**config.mk**
```make
export PLATFORM = sky130hd
export DESIGN_NAME = barrel_shift_pipe
export DESIGN_NICKNAME = d
export VERILOG_FILES = /design/src/rtl/barrel_shift_pipe.sv
export SDC_FILE = /design/constraint.sdc
export NUM_CORES = 1
export LEC_CHECK = 0
export ABC_AREA = 1
export CAP_MARGIN = 40
export CORE_AREA = 2 2 48 95
export CTS_CLUSTER_SIZE = 20
export DETAILED_ROUTE_END_ITERATION = 10
export DIE_AREA = 0 0 50 97
export PLACE_DENSITY = 0.69
export SLEW_MARGIN = 20
export SYNTH_ARGS = -nofsm -noshare
export SYNTH_HDL_FRONTEND = slang
export SYNTH_SLANG_ARGS = --single-unit
```
**constraint.sdc**
```tcl
create_clock -name clk -period 1 [get_ports clk]
set_clock_uncertainty 0.1 [all_clocks]
set_input_delay 0.2 -clock clk [delete_from_list [all_inputs] [get_ports clk]]
set_output_delay 0.2 -clock clk [all_outputs]
set_load 0.02 [all_outputs]
```
**src/rtl/barrel_shift_pipe.sv**
```systemverilog
// barrel_shift_pipe
//   Streaming barrel shifter: rotate, logical shift or arithmetic shift,
//   left or right, by 0..WIDTH-1 bit positions. One register stage per
//   shift-amount bit. Stage k shifts by 2^k when its amount bit is set.
//   A single advance enable moves the whole pipeline, so a stalled output
//   freezes every stage.
//
// Ports
//   clk        rising-edge clock
//   reset      synchronous, active-high reset
//   in_valid   operand present
//   in_ready   operand accepted this cycle (combinational from out_ready)
//   in_data    operand, WIDTH bits
//   in_sha     shift amount, SHA_W bits
//   in_lr      direction: 0 = left, 1 = right
//   in_mode    00 rotate, 01 logical, 10 arithmetic, 11 logical
//   out_valid  result present (registered)
//   out_ready  consumer accepts result
//   out_data   shifted result (registered)

module barrel_shift_pipe #(
  parameter int WIDTH = 8,
  parameter int SHA_W = $clog2(WIDTH)
) (
  input  logic             clk,
  input  logic             reset,
  input  logic             in_valid,
  output logic             in_ready,
  input  logic [WIDTH-1:0] in_data,
  input  logic [SHA_W-1:0] in_sha,
  input  logic             in_lr,
  input  logic [1:0]       in_mode,
  output logic             out_valid,
  input  logic             out_ready,
  output logic [WIDTH-1:0] out_data
);

  logic w_adv;

  assign w_adv    = ~out_valid | out_ready;
  assign in_ready = w_adv;

  for (genvar k = 0; k < SHA_W; k++) begin : g_stage
    // RW: shift-amount bits still to be applied at this stage (bit 0 is ours).
    localparam int RW = SHA_W - k;
    localparam int SH = 1 << k;
    // Bits vacated by a right shift of SH positions.
    localparam logic [WIDTH-1:0] FILL_MASK = ~({WIDTH{1'b1}} >> SH);

    logic [WIDTH-1:0] w_d;
    logic [RW-1:0]    w_sha;
    logic             w_lr;
    logic [1:0]       w_mode;
    logic             w_sign;
    logic             w_vld;
    logic [WIDTH-1:0] w_shifted;

    logic [WIDTH-1:0] r_data;
    logic             r_vld;

    if (k == 0) begin : g_src
      assign w_d    = in_data;
      assign w_sha  = in_sha;
      assign w_lr   = in_lr;
      assign w_mode = in_mode;
      // Sign is taken from the original operand so later stages still fill
      // correctly after earlier stages have moved bits around.
      assign w_sign = in_data[WIDTH-1];
      assign w_vld  = in_valid;
    end else begin : g_src
      assign w_d    = g_stage[k-1].r_data;
      assign w_sha  = g_stage[k-1].g_ctl.r_sha;
      assign w_lr   = g_stage[k-1].g_ctl.r_lr;
      assign w_mode = g_stage[k-1].g_ctl.r_mode;
      assign w_sign = g_stage[k-1].g_ctl.r_sign;
      assign w_vld  = g_stage[k-1].r_vld;
    end

    always_comb begin
      w_shifted = w_d;
      if (w_sha[0]) begin
        if (w_mode == 2'b00) begin
          w_shifted = w_lr ? ((w_d >> SH) | (w_d << (WIDTH - SH)))
                           : ((w_d << SH) | (w_d >> (WIDTH - SH)));
        end else if (w_lr) begin
          w_shifted = w_d >> SH;
          if (w_mode == 2'b10 && w_sign) begin
            w_shifted = w_shifted | FILL_MASK;
          end
        end else begin
          // Arithmetic left is the same as logical left.
          w_shifted = w_d << SH;
        end
      end
    end

    always_ff @(posedge clk) begin
      if (reset) begin
        r_data <= '0;
        r_vld  <= 1'b0;
      end else if (w_adv) begin
        r_data <= w_shifted;
        r_vld  <= w_vld;
      end
    end

    // Control travels with the data except out of the last stage, which has
    // nobody downstream to consume it.
    if (k < SHA_W - 1) begin : g_ctl
      logic [RW-2:0] r_sha;
      logic          r_lr;
      logic [1:0]    r_mode;
      logic          r_sign;

      always_ff @(posedge clk) begin
        if (reset) begin
          r_sha  <= '0;
          r_lr   <= 1'b0;
          r_mode <= 2'b00;
          r_sign <= 1'b0;
        end else if (w_adv) begin
          r_sha  <= w_sha[RW-1:1];
          r_lr   <= w_lr;
          r_mode <= w_mode;
          r_sign <= w_sign;
        end
      end
    end
  end

  assign out_valid = g_stage[SHA_W-1].r_vld;
  assign out_data  = g_stage[SHA_W-1].r_data;

endmodule

```
==> metrics.yaml <==
status: "finished, violations left"
violations: "setup timing"
cpPeakStageDelay_ns: 0.35
synthTopCellsByCount: "o21ai_0, dfxtp_1, nand2_1, a21oi_1, nor2_1"
path_clk_slew_ns: 0.07
drive_above_1_share: 0.392
area_growth_pct: 51.9
fin_crit_ns: 1.12
ys_ff_latch: 38
antenna_found_initial: 0
seq_area_frac_synth: 0.426
grt_usage: 0.206
die_y_um: 97
cts_buffers: 5
synthesis.area_um2: 1790
p_leak_nw: 1.15
hp-class: "in -> reg"
ys_warn_count: 0
hold_buffers: 0
p_comb_frac: 0.208
ant_nets: 0
ys_types: 22
yosys.area.top_type_share: 0.426
yosysMostFrequentCell: "o21ai_0"
fin_area_um2: 2710
tritoncts: "yes"
crit_path_top_delay_cell: "dfxtp_4"
switching_share: 0.266
grt_first_pass_wirelength_um: 7930
drc: 0
ios: 28
multi_input_area_um2: 1000
nFillCells: 344
slew_viol_final: 0
synth_edf_count: 0
worst_pin_slew_ns: 0.232
wirelength_um: 4490
fmax_ghz: 0.889
switching_power_mw: 0.992
grt_pass1_vias: 1845
required_ns: 0.70
setup_ws_ns: -0.125
cts.sinks: 38
report.final.setup_viol: 44
arrival_ns: 0.82
via_per_inst: 5.16
diodes: 0
grt_max_degree: 23
worstSkewPairLatency_ns: 0.28
via_count: 1863
fin_nets: 326
pre_cts_ws_ns: -0.669
intPower_mw: 2.73
synth_fp_nets: 271
pwr-share-seq: 0.466
synthFlopType: "dfxtp_1"
power_density_nw_per_um2: 1370
initial_core_util: 0.437
dp_hpwl_um: 3070
post_drt_wl_per_cell_um: 12.4
crit_chain: "nand2_4 -> buf_6"
die_w_um: 50
cp_num_buf_inv: 1
async_reset_ff_frac: 0
endpoint_kind: "output port"
relSlewSlack: 0.844
placed_area_um2: 2270
fp-row-count: 33
setup-tns-final_ns: -2.75
path_class: "reg -> out"
fin_crit_sh: 1.12
critPathLaunchType: "flip-flop"
first_pass_iters: 4
whs_ns: 0.225
critical_path.max_fanout: 3
root_buffer: "clkbuf_8"
register_area_um2: 788
grt-ovfl-total: 0
core_um2: 4090
netlist_instances: 253
cts-htree-levels: 2
rsz0062_at_grt: "yes"
yosys.area.top_type: "dfxtp_1"
finalHoldViolCount: 0
peakVddDrop_v: 0.00101
port_buffers: 27
synth.top_cells.by_area: "dfxtp_1, o21ai_0, a21oi_1"
drtIter0Drc: 20
crit_family: "flip-flops"
synth_area_per_cell_um2: 7.06
max_cap_viol_count: 0
clockPowerShare: 0.326
cts_buffer_depth: 2
die-area_um2: 4850
globalplace.congestion: 0.780
## power by group through the flow
stage	clock network (mW)	registers, mW	logic, mW
finish	1.21	1.74	0.775
detailed placement	0	1.74	0.645
global placement	0	1.74	0.639
floorplan	0	1.75	0.362
CTS	1.24	1.73	0.717
global route	1.32	1.75	0.859
## registers in the layout (all words and copies together) (netlist names)
signal                cells
out_valid                 1
g_stage.g_ctl.r_sha       3
g_stage.g_ctl.r_lr        2
g_stage.r_vld             2
out_data                  8
g_stage.g_ctl.r_sign      2
g_stage.g_ctl.r_mode      4
g_stage.r_data           16
## layout make-up
| class | count | share of cell area |
|---|---|---|
| tap | 52 | 0.0240 |
| timing repair buffer | 63 | 0.242 |
| inverter | 22 | 0.0337 |
| sequential | 38 | 0.291 |
| clock buffer | 8 | 0.0406 |
| multi-input combinational | 178 | 0.369 |
## layout by cell type, fill, tap and decap left out, types with 2 or more instances in the layout
| cell type | netlist | routed |
|---|---|---|
| a21oi_1 | 28 | 24 |
| a21oi_2 | 0 | 4 |
| a31oi_1 | 13 | 13 |
| buf_12 | 0 | 4 |
| buf_16 | 0 | 2 |
| buf_4 | 4 | 26 |
| buf_6 | 2 | 11 |
| buf_8 | 0 | 2 |
| clkbuf_8 | 0 | 8 |
| clkdlybuf4s50_1 | 0 | 12 |
| dfxtp_1 | 38 | 22 |
| dfxtp_2 | 0 | 13 |
| dfxtp_4 | 0 | 3 |
| dlygate4sd2_1 | 0 | 4 |
| inv_1 | 16 | 12 |
| inv_2 | 4 | 7 |
| nand2_1 | 37 | 33 |
| nand2_2 | 0 | 3 |
| nand2_4 | 1 | 2 |
| nand3_1 | 9 | 9 |
| nor2_1 | 27 | 22 |
| nor2_2 | 0 | 2 |
| nor2_4 | 0 | 3 |
| o211ai_1 | 2 | 2 |
| o21ai_0 | 49 | 13 |
| o21ai_1 | 5 | 19 |
| o21ai_2 | 0 | 22 |
| or2_4 | 0 | 4 |
## final timing paths
kind / startpoint / endpoint / slack (ns) / depth (start not counted)
worst min-delay path: reset / out_valid / 0.22 / 3
worst min register to register: g_stage[1].r_vld / out_valid / 0.36 / 2
worst max-delay path: out_valid / in_ready / -0.12 / 2
worst max register to register: out_valid / g_stage[1].r_data[0] / -0.12 / 6
## routing by layer
layer	global-route usage	vias to the layer above	wire [µm]
met1	0.205	853	1570
met4	0.0791	0	111
met2	0.401	28	2730
met5	0	-	0
li1	-	973	-
met3	0.0278	9	78
## kinds of logic (layout without fill, tap and decap cells)
group	after synthesis	count (layout)	share of synthesized area
compound gates	97	97	0.284
flops	38	38	0.426
simple gates	81	81	0.189
buf+inv	37	93	0.101
## through the flow
stage / cells / utilization / power, mW
floorplan: 253 / - / 2.11
global placement: 342 / 0.556 / 2.38
detailed placement: 342 / 0.556 / 2.39
CTS: 355 / 0.633 / 3.69
global route: 361 / 0.663 / 3.93
finish: 361 / 0.663 / 3.72
## worst reg2reg max path: cells and delay by family, from the launching register on
kind	cells	cell delay, ns
simple gates	2	0.12
flops	1	0.35
compound gates	2	0.16
buf+inv	2	0.29
## timing repair
action,CTS,global route
endpoints found under the setup margin,47,47
pin swaps,12,8
setup buffers,3,6
resized for setup,132,30
gates cloned,2,0
Note: power is estimated with default switching activity, not from simulation.
